===== config.mk =====
export PLATFORM = sky130hd
export DESIGN_NAME = rgb_led_scheduler
export DESIGN_NICKNAME = d
export VERILOG_FILES = /design/src/rtl/board_pkg.sv /design/src/rtl/button_debouncer.sv /design/src/rtl/rgb_led_scheduler.sv
export SDC_FILE = /design/constraint.sdc
export NUM_CORES = 1
export LEC_CHECK = 0
export BUFFER_PORTS_ARGS = -buffer_cell sky130_fd_sc_hd__buf_2
export CORE_MARGIN = 2
export CORE_UTILIZATION = 60
export DETAILED_ROUTE_END_ITERATION = 8
export GPL_TIMING_DRIVEN = 1
export PLACE_DENSITY = 0.73
export SLEW_MARGIN = 15
export SYNTH_ARGS = -nofsm -noshare
export SYNTH_HDL_FRONTEND = slang
export SYNTH_SLANG_ARGS = --single-unit

===== constraint.sdc =====
create_clock -name clk -period 4.95 [get_ports clk]
set_input_delay 0.495 -clock clk [delete_from_list [all_inputs] [get_ports clk]]
set_output_delay 0.495 -clock clk [all_outputs]
set_load 0.1 [all_outputs]

===== src/rtl/board_pkg.sv =====
// Shared encodings for the board sequencer: FSM states, colour range and the
// packed output bundle driven to the LED/RGB pins.
package board_pkg;

   localparam int NUM_BTN = 2;

   typedef enum logic [1:0] {
      ST_IDLE  = 2'd0,
      ST_RUN   = 2'd1,
      ST_PAUSE = 2'd2
   } state_t;

   localparam logic [2:0] COLOR_FIRST = 3'd1;
   localparam logic [2:0] COLOR_LAST  = 3'd7;

   typedef struct packed {
      logic [1:0] led;
      logic [2:0] rgb;
   } led_out_t;

   // Black (0) is skipped: the sequence wraps 7 -> 1.
   function automatic logic [2:0] next_color(input logic [2:0] c);
      return (c == COLOR_LAST) ? COLOR_FIRST : c + 3'd1;
   endfunction

endpackage


===== src/rtl/button_debouncer.sv =====
// One push-button: 2-FF synchroniser, debounce counter and a registered
// single-cycle pulse on each debounced 0->1 transition.
module button_debouncer #(
   parameter int DEBOUNCE_CYCLES = 240_000
) (
   input  logic i_clk,
   input  logic i_rst_n,
   input  logic i_btn,
   output logic o_press
);

   localparam int               CNT_W    = $clog2(DEBOUNCE_CYCLES + 1);
   localparam logic [CNT_W-1:0] CNT_LAST = CNT_W'(DEBOUNCE_CYCLES - 1);

   logic [1:0]       r_sync;
   logic             r_level;
   logic             r_level_d;
   logic             r_press;
   logic [CNT_W-1:0] r_cnt;
   logic             w_synced;

   assign w_synced = r_sync[1];
   assign o_press  = r_press;

   // r_cnt holds the run length of samples that disagree with r_level;
   // a sample matching the current level breaks the run.
   always_ff @(posedge i_clk or negedge i_rst_n) begin
      if (!i_rst_n) begin
         r_sync    <= '0;
         r_level   <= 1'b0;
         r_level_d <= 1'b0;
         r_press   <= 1'b0;
         r_cnt     <= '0;
      end else begin
         r_sync    <= {r_sync[0], i_btn};
         r_level_d <= r_level;
         r_press   <= r_level & ~r_level_d;
         if (w_synced == r_level) begin
            r_cnt <= '0;
         end else if (r_cnt == CNT_LAST) begin
            r_cnt   <= '0;
            r_level <= w_synced;
         end else begin
            r_cnt <= r_cnt + 1'b1;
         end
      end
   end

endmodule


===== src/rtl/rgb_led_scheduler.sv =====
// Start/pause/stop sequencer stepping RGB0 through the seven non-black colours,
// with a shared PWM dimmer and registered LED/RGB outputs.
module rgb_led_scheduler
   import board_pkg::*;
#(
   parameter int DEBOUNCE_CYCLES = 240_000,
   parameter int STEP_CYCLES     = 6_000_000,
   parameter int PWM_WIDTH       = 8,
   parameter int DUTY            = 64
) (
   input  logic       clk,
   input  logic       reset_n,
   input  logic [1:0] BTN,
   output logic [1:0] LED,
   output logic       RGB0_Red,
   output logic       RGB0_Green,
   output logic       RGB0_Blue
);

   localparam int                   STEP_W    = $clog2(STEP_CYCLES);
   localparam logic [STEP_W-1:0]    STEP_LAST = STEP_W'(STEP_CYCLES - 1);
   localparam logic [PWM_WIDTH-1:0] DUTY_W    = PWM_WIDTH'(DUTY);

   logic [NUM_BTN-1:0]   w_press;
   state_t               r_state;
   logic [2:0]           r_color;
   logic [STEP_W-1:0]    r_step;
   logic [PWM_WIDTH-1:0] r_pwm_cnt;
   logic                 w_pwm_on;
   led_out_t             r_out;

   for (genvar gi = 0; gi < NUM_BTN; gi++) begin : g_btn
      button_debouncer #(
         .DEBOUNCE_CYCLES(DEBOUNCE_CYCLES)
      ) u_deb (
         .i_clk   (clk),
         .i_rst_n (reset_n),
         .i_btn   (BTN[gi]),
         .o_press (w_press[gi])
      );
   end

   always_ff @(posedge clk or negedge reset_n) begin
      if (!reset_n) r_pwm_cnt <= '0;
      else          r_pwm_cnt <= r_pwm_cnt + 1'b1;
   end

   assign w_pwm_on = (r_pwm_cnt < DUTY_W);

   // Outputs are sampled from the pre-edge state, so they trail the FSM by one clock.
   always_ff @(posedge clk or negedge reset_n) begin
      if (!reset_n) begin
         r_state <= ST_IDLE;
         r_color <= COLOR_FIRST;
         r_step  <= '0;
         r_out   <= '0;
      end else begin
         r_out.led <= {r_state == ST_PAUSE, r_state == ST_RUN};
         r_out.rgb <= (r_state != ST_IDLE && w_pwm_on) ? r_color : 3'b000;
         case (r_state)
            ST_IDLE: begin
               if (w_press[0]) begin
                  r_state <= ST_RUN;
                  r_step  <= '0;
               end
            end
            ST_RUN: begin
               if (w_press[0]) begin
                  r_state <= ST_IDLE;
               end else if (w_press[1]) begin
                  r_state <= ST_PAUSE;
               end else if (r_step == STEP_LAST) begin
                  r_step  <= '0;
                  r_color <= next_color(r_color);
               end else begin
                  r_step <= r_step + 1'b1;
               end
            end
            ST_PAUSE: begin
               if (w_press[0])      r_state <= ST_IDLE;
               else if (w_press[1]) r_state <= ST_RUN;
            end
            default: r_state <= ST_IDLE;
         endcase
      end
   end

   assign LED        = r_out.led;
   assign RGB0_Red   = r_out.rgb[0];
   assign RGB0_Green = r_out.rgb[1];
   assign RGB0_Blue  = r_out.rgb[2];

endmodule


==> results of run 1 <==
routing by layer:
| layer | track usage, % | up-vias | part of all wire (%) | routed length (um) |
|---|---|---|---|---|
| met5 | 0 | - | 0 | 0 |
| met4 | 10.9 | 0 | 2.8 | 203 |
| met3 | 4.17 | 16 | 3.2 | 229 |
| met2 | 32.8 | 46 | 46 | 3270 |
| met1 | 29.2 | 1419 | 48 | 3480 |
| li1 | - | 1436 | - | - |
power breakdown:
| group | total (mW) | leakage (nW) | switching [mW] | internal [mW] |
|---|---|---|---|---|
| Combinational | 0.0284 | 0.639 | 0.0220 | 0.00636 |
| Sequential | 0.720 | 1.18 | 0.00415 | 0.716 |
| Clock | 0.598 | 0.120 | 0.261 | 0.337 |
placed cells by master (no fill, tap or decap), types with 2 or more instances in the layout:
master	n
sky130_fd_sc_hd__nor3_1	7
sky130_fd_sc_hd__nand3_1	19
sky130_fd_sc_hd__a21o_1	2
sky130_fd_sc_hd__a21oi_2	2
sky130_fd_sc_hd__mux2i_1	2
sky130_fd_sc_hd__a41oi_1	5
sky130_fd_sc_hd__nor4_1	4
sky130_fd_sc_hd__or3_1	2
sky130_fd_sc_hd__nand4_1	18
sky130_fd_sc_hd__nor3b_1	2
sky130_fd_sc_hd__o21ai_0	10
sky130_fd_sc_hd__dfrtp_1	86
sky130_fd_sc_hd__nor2b_1	4
sky130_fd_sc_hd__nand2_1	36
sky130_fd_sc_hd__a22o_1	2
sky130_fd_sc_hd__clkbuf_8	9
sky130_fd_sc_hd__inv_1	9
sky130_fd_sc_hd__a21oi_1	12
sky130_fd_sc_hd__nor2_1	55
sky130_fd_sc_hd__or2_2	2
sky130_fd_sc_hd__nand2b_1	5
sky130_fd_sc_hd__a31oi_1	19
sky130_fd_sc_hd__xnor2_1	19
sky130_fd_sc_hd__mux2_2	5
sky130_fd_sc_hd__and2_1	7
sky130_fd_sc_hd__ha_1	6
sky130_fd_sc_hd__and4_1	6
sky130_fd_sc_hd__xor2_1	21
sky130_fd_sc_hd__buf_2	7
sky130_fd_sc_hd__and3_1	8
sky130_fd_sc_hd__bufinv_16	3
metrics by stage:
step                power [mW]  utilization [%]  instances
floorplan                0.746                -        404
global placement         0.763             62.6        479
detailed placement       0.763             62.6        479
CTS                       1.36             66.2        495
global route              1.39             66.4        495
finish                    1.35             66.4        495
path summary, 6_finish.rpt:
kind,to,slack (ps),startpoint
max in group asynchronous,r_step[2],4260,reset_n
hold / removal,r_color[1],170,reset_n
hold reg to reg,g_btn[0].u_deb.r_sync[1],360,g_btn[0].u_deb.r_sync[0]
setup reg to reg,r_step[6],2750,g_btn[0].u_deb.o_press
setup / recovery,r_step[6],2750,g_btn[0].u_deb.o_press
min in group clk,g_btn[1].u_deb.r_sync[0],240,BTN[1]
registers in the layout, indices dropped and copies added (netlist names), 2 cells and up:
name	count
g_btn.u_deb.r_level	2
g_btn.u_deb.r_sync	4
r_state	2
g_btn.u_deb.r_cnt	36
LED	2
g_btn.u_deb.o_press	2
r_pwm_cnt	8
r_color	3
r_step	23
g_btn.u_deb.r_level_d	2
area by class of cell:
type	instances	share of cell area, %
clock buffers	9	2.78
clock inverters	7	2.69
inverters	9	0.757
multi-input cells	295	41.7
flip-flops and latches	87	48.8
well taps	80	2.24
repair buffers	8	1.04
logic make-up after synthesis:
family,Yosys count,synth area share [%]
simple gates,188,24.3
flops,87,52.7
compound gates,54,8.32
xor+xnor,40,8.47
buf+inv,22,2.54
mux,7,1.85
fa+ha+maj,6,1.82
worst max-delay path, delay by kind of cell (launching register included):
family	cells	cell delay, ps
DFF	1	450
AOI/OAI and AO/OA	3	1120
and+or+nand+nor	1	520
==> impl_metrics.ini, run 1 <==
[clock_tree]
htreeDepth = 3
cts-buffers-inserted = 9
postCtsSetupBuffers = 0
cts.path.max_buffers = 2
hold_buffers = 0
clk_root_buffer_cell = sky130_fd_sc_hd__clkbuf_8
cts_resized = 0
cts.sink_count = 87
worst_skew_pair.late_latency_ps = 370
clk_pin_slew_worst_paths_ps = 100
cts_tree = yes

[worst_setup_path]
worstSetupPathType = reg -> reg
cp_data_required_time_ps = 5200
cp.arrival_ps = 2450
critical_path.slowest_cell = sky130_fd_sc_hd__a21oi_2
rr_worst_depth = 4
setup.worst_path.start_class = flip-flop
crit_path_max_fanout = 17
crit_path_capture_type = flip-flop
crit_path_cell_trace = or3b_2 > a21oi_2 > o21ai_0 > a32o_1
slowest_delay_ps = 650

[global_routing]
gr-usage-all-layers_pct = 21.4
wire_length_of_the_first_global_routing_pass_mm = 12.8
grt_remaining_overflow = 0
grt_antenna_before_repair = 0
first_global_vias = 2839
grt_max_degree = 88

[yosys]
syn_avg_cell_area_sq_um = 10.2
net_count_of_the_mapped_netlist = 414
synth-seq-area-share_pct = 52.7
syn-instance-count = 404
netlist-cell-type-count = 47
synth_most_common_cell = sky130_fd_sc_hd__dfrtp_1
synth_top_area_share_pct = 52.1
synth_top_cell_by_area = sky130_fd_sc_hd__dfrtp_1
asyncSetResetFlopFracSynth_pct = 100
ys_top_cells_by_area = sky130_fd_sc_hd__dfrtp_1 (52%), sky130_fd_sc_hd__nor2_1 (5.0%), sky130_fd_sc_hd__xor2_1 (4.4%), sky130_fd_sc_hd__xnor2_1 (4.0%), sky130_fd_sc_hd__nand2_1 (3.3%)
synthTopCellsByCount = sky130_fd_sc_hd__dfrtp_1 (86), sky130_fd_sc_hd__nor2_1 (55), sky130_fd_sc_hd__nand2_1 (36), sky130_fd_sc_hd__xor2_1 (21)
yosysWarnings = 0
number_of_synthesized_register_bits = 87
synth-edff-count = 0
ys.flop_type = sky130_fd_sc_hd__dfrtp_1
syn-cell-area_sq_mm = 0.00413

[timing]
tightestPinTransition_ps = 817
finalSetupViolCount = 0
fmax_ghz = 0.455
timing.final.crit_share_pct = 44.4
drv_slew = 0
layout_setup_ws_ps = 2750
slew-limit-headroom_pct = 45.5
setup-tns-final_ps = 0
hold_ws_ps = 170
final_period_minus_worst_setup_slack_ps = 2200
fin_skew_ps = 14.2
timing.final.hold_violations = 0
grt_setup_unrepaired = no

[layout]
final_instance_area_sq_mm = 0.00446
synthToLayoutAreaGrowth_pct = 7.90
insertedDiodeCount = 0
nFillCells = 545
multiInputGateArea_sq_mm = 0.00186
design.final.nets = 420
reg_area_sq_mm = 0.00218
post_route_cells_drive_above_1_share_pct = 9.88

[die]
fp.dieArea_sq_mm = 0.00757
core_area_sq_mm = 0.00672
placement_rows = 30
pin_count = 9
start_util_pct = 61.5
chipHeight_um = 87.0
chipWidth_um = 87.0

[detailed_routing]
viasPerCell = 5.89
postRouteAntennaNets = 0
drt-total-wl_mm = 7.18
route.detailed.drc = 0
detailedRoute.firstPassIterationCount = 4
first_iter_violations = 223
route.detailed.wl_per_inst_um = 14.5
overall_via_count_from_detail_route = 2917

[outcome]
run_status = finished, final reports clean

[placement]
dpl-instance-area_sq_mm = 0.00421
gp_congestion = 0.797
detailed_place_hpwl_mm = 4.57
count_of_input_and_output_buffers = 8
post-place-ws_ps = 2630

[pwr]
leakage_nw = 1.94
irDropWorstVdd_mv = 0.189
power_density_mw_per_mm2 = 302

[run]
drv_cap = 0

[hold_path]
holdCritPathClass = in -> async
No activity file was read; power rests on OpenSTA's default activity.
==> run 2, diff against run 1 <==
- ABC_AREA: not set -> 1
- clock period: 4.95 -> 2.1 ns (I/O delays scaled with it)
==> run 2 against run 1 <==
Effect of this change: fmax up 23%; clock skew fell by 4.7 ps; flip-flop and latch count did not move; non-clock buffer count rose by 7; count of clock-buffer cells in the layout unchanged; final cell count increased by 40%; area after synthesis rose by 8.4%; clock power grew 79%.
==> impl_metrics.ini, run 2 <==
[outcome]
run_status = finished, final reports clean

[detailed_routing]
route.detailed.drc = 0
postRouteAntennaNets = 0
first_iter_violations = 137
route.detailed.wl_per_inst_um = 11.9
detailedRoute.firstPassIterationCount = 4
overall_via_count_from_detail_route = 3555
viasPerCell = 5.12
drt-total-wl_mm = 8.29

[timing]
tightestPinTransition_ps = 577
drv_slew = 0
finalSetupViolCount = 0
setup-tns-final_ps = 0
final_period_minus_worst_setup_slack_ps = 1780
slew-limit-headroom_pct = 61.5
timing.final.hold_violations = 0
timing.final.crit_share_pct = 85.0
layout_setup_ws_ps = 316
grt_setup_unrepaired = no
fin_skew_ps = 9.54
fmax_ghz = 0.560

[placement]
dpl-instance-area_sq_mm = 0.00466
gp_congestion = 0.913
post-place-ws_ps = 312
count_of_input_and_output_buffers = 8
detailed_place_hpwl_mm = 6.16

[clock_tree]
clk_pin_slew_worst_paths_ps = 90
hold_buffers = 3
cts-buffers-inserted = 9
cts.path.max_buffers = 2
cts_resized = 0
cts_tree = yes
cts.sink_count = 87
worst_skew_pair.late_latency_ps = 350
htreeDepth = 3
clk_root_buffer_cell = sky130_fd_sc_hd__clkbuf_8
postCtsSetupBuffers = 0

[global_routing]
grt_max_degree = 38
wire_length_of_the_first_global_routing_pass_mm = 15.1
grt_antenna_before_repair = 0
first_global_vias = 3446
gr-usage-all-layers_pct = 22.5
grt_remaining_overflow = 0

[worst_setup_path]
crit_path_max_fanout = 16
timing.rr.start = g_btn[0].u_deb.o_press
cp_data_required_time_ps = 2310
worstSetupPathType = reg -> reg
worst_r2r_endpoint = r_step[10]
crit_path_start = g_btn[0].u_deb.o_press
setup.worst_path.start_class = flip-flop
cp.arrival_ps = 2000
rr_worst_depth = 6
crit_path_capture_type = flip-flop
rrSetupSlack_ps = 320

[die]
start_util_pct = 61.8
chipHeight_um = 90.4
fp.dieArea_sq_mm = 0.00818
pin_count = 9
chipWidth_um = 90.4
placement_rows = 31
core_area_sq_mm = 0.00725

[layout]
largest_registers_ranked_by_flip_flop_count = g_btn.u_deb.r_cnt x36, r_step x23, r_pwm_cnt x8
synthToLayoutAreaGrowth_pct = 8.68
design.final.nets = 600
largest_register_ffs = 36
final_instance_area_sq_mm = 0.00487
layout.cells.most_common_list = sky130_fd_sc_hd__nand2_1 (144), sky130_fd_sc_hd__nor2_1 (112), sky130_fd_sc_hd__dfrtp_1 (86)
max_flop_register = g_btn.u_deb.r_cnt
insertedDiodeCount = 0
nFillCells = 631
mostFrequentLayoutCell = sky130_fd_sc_hd__nand2_1
post_route_cells_drive_above_1_share_pct = 9.24

[yosys]
syn-cell-area_sq_mm = 0.00448
asyncSetResetFlopFracSynth_pct = 100
ys.flop_type = sky130_fd_sc_hd__dfrtp_1
syn-instance-count = 567
synth_most_common_cell = sky130_fd_sc_hd__nand2_1
synth-edff-count = 0
synth_top_area_share_pct = 48.0
yosysWarnings = 0
synth_top_cell_by_area = sky130_fd_sc_hd__dfrtp_1
netlist-cell-type-count = 34
net_count_of_the_mapped_netlist = 577
synth-seq-area-share_pct = 48.6
synthTopCellsByCount = sky130_fd_sc_hd__nand2_1 (144), sky130_fd_sc_hd__nor2_1 (112), sky130_fd_sc_hd__dfrtp_1 (86), sky130_fd_sc_hd__inv_1 (64), sky130_fd_sc_hd__nand3_1 (33)
ys_top_cells_by_area = sky130_fd_sc_hd__dfrtp_1 (48%), sky130_fd_sc_hd__nand2_1 (12%), sky130_fd_sc_hd__nor2_1 (9.4%), sky130_fd_sc_hd__inv_1 (5.4%), sky130_fd_sc_hd__xor2_1 (5.3%)
syn_avg_cell_area_sq_um = 7.90
number_of_synthesized_register_bits = 87

[run]
drv_cap = 0

[pwr]
power_density_mw_per_mm2 = 585
leakage_nw = 2.26
irDropWorstVdd_mv = 0.472
power_mw = 2.85

[hold_path]
holdCritPathClass = in -> async
run 2: how the worst max path moves through the flow:
stage / endpoint / slack (ps) / cells past startpoint
after floorplan: g_btn[1].u_deb.r_cnt[11] / 680 / 6
after global placement: r_step[10] / 370 / 6
after detailed placement: r_step[10] / 310 / 6
after CTS: r_step[10] / 290 / 7
after global routing: r_step[10] / 100 / 7
final: r_step[10] / 320 / 6
run 2: report_power, final:
group          total (mW)  switching [mW]  internal (mW)
Sequential           1.70          0.0101           1.69
Clock                1.07           0.629          0.444
Combinational      0.0785          0.0530         0.0255
Total                2.85           0.693           2.16
run 2: metrics by stage:
| stage | utilization, % | hold WS [ps] | std cells |
|---|---|---|---|
| 6_report | 67.2 | 306 | 694 |
| 5_1_grt | 67.2 | 324 | 694 |
| 4_1_cts | 67.2 | 307 | 694 |
| 3_5_place_dp | 64.2 | 149 | 675 |
| 3_3_place_gp | 64.2 | 147 | 675 |
| 2_1_floorplan | - | -85.6 | 567 |
run 2: worst max-delay path: stages (launching register included):
cell                      delay (ps)
sky130_fd_sc_hd__dfrtp_1         400
sky130_fd_sc_hd__nor2_1          240
sky130_fd_sc_hd__nand2_4          90
sky130_fd_sc_hd__nand2_4         160
sky130_fd_sc_hd__inv_2           160
sky130_fd_sc_hd__a21oi_2         470
sky130_fd_sc_hd__nor2_1          120
run 2: cell families (layout without fill, tap and decap cells):
| logic type | after synthesis | after routing | share of synthesized area [%] |
|---|---|---|---|
| fa+ha+maj | 6 | 6 | 1.67 |
| compound gates | 34 | 34 | 4.52 |
| simple gates | 337 | 337 | 32.7 |
| buf+inv | 72 | 100 | 6.48 |
| xor+xnor | 31 | 31 | 6.06 |
| flops | 87 | 87 | 48.6 |
run 2: layout make-up:
| cell class | instances | area (sq um) | share of cell area (%) |
|---|---|---|---|
| timing repair buffer | 15 | 115 | 2.36 |
| tap | 99 | 124 | 2.54 |
| multi-input combinational | 408 | 2010 | 41.3 |
| clock buffer | 9 | 124 | 2.54 |
| inverter | 69 | 259 | 5.32 |
| sequential | 87 | 2180 | 44.7 |
| clock inverter | 7 | 57.6 | 1.18 |
run 2: routing by layer:
metal	share of wire (%)	routed length (um)	global-route usage (%)	vias up
li1	-	-	-	1812
met1	47	3920	30.7	1676
met2	48	3980	36.7	58
met3	3.5	293	3.09	9
met4	1.1	91	8.59	0
met5	0	0	0	-
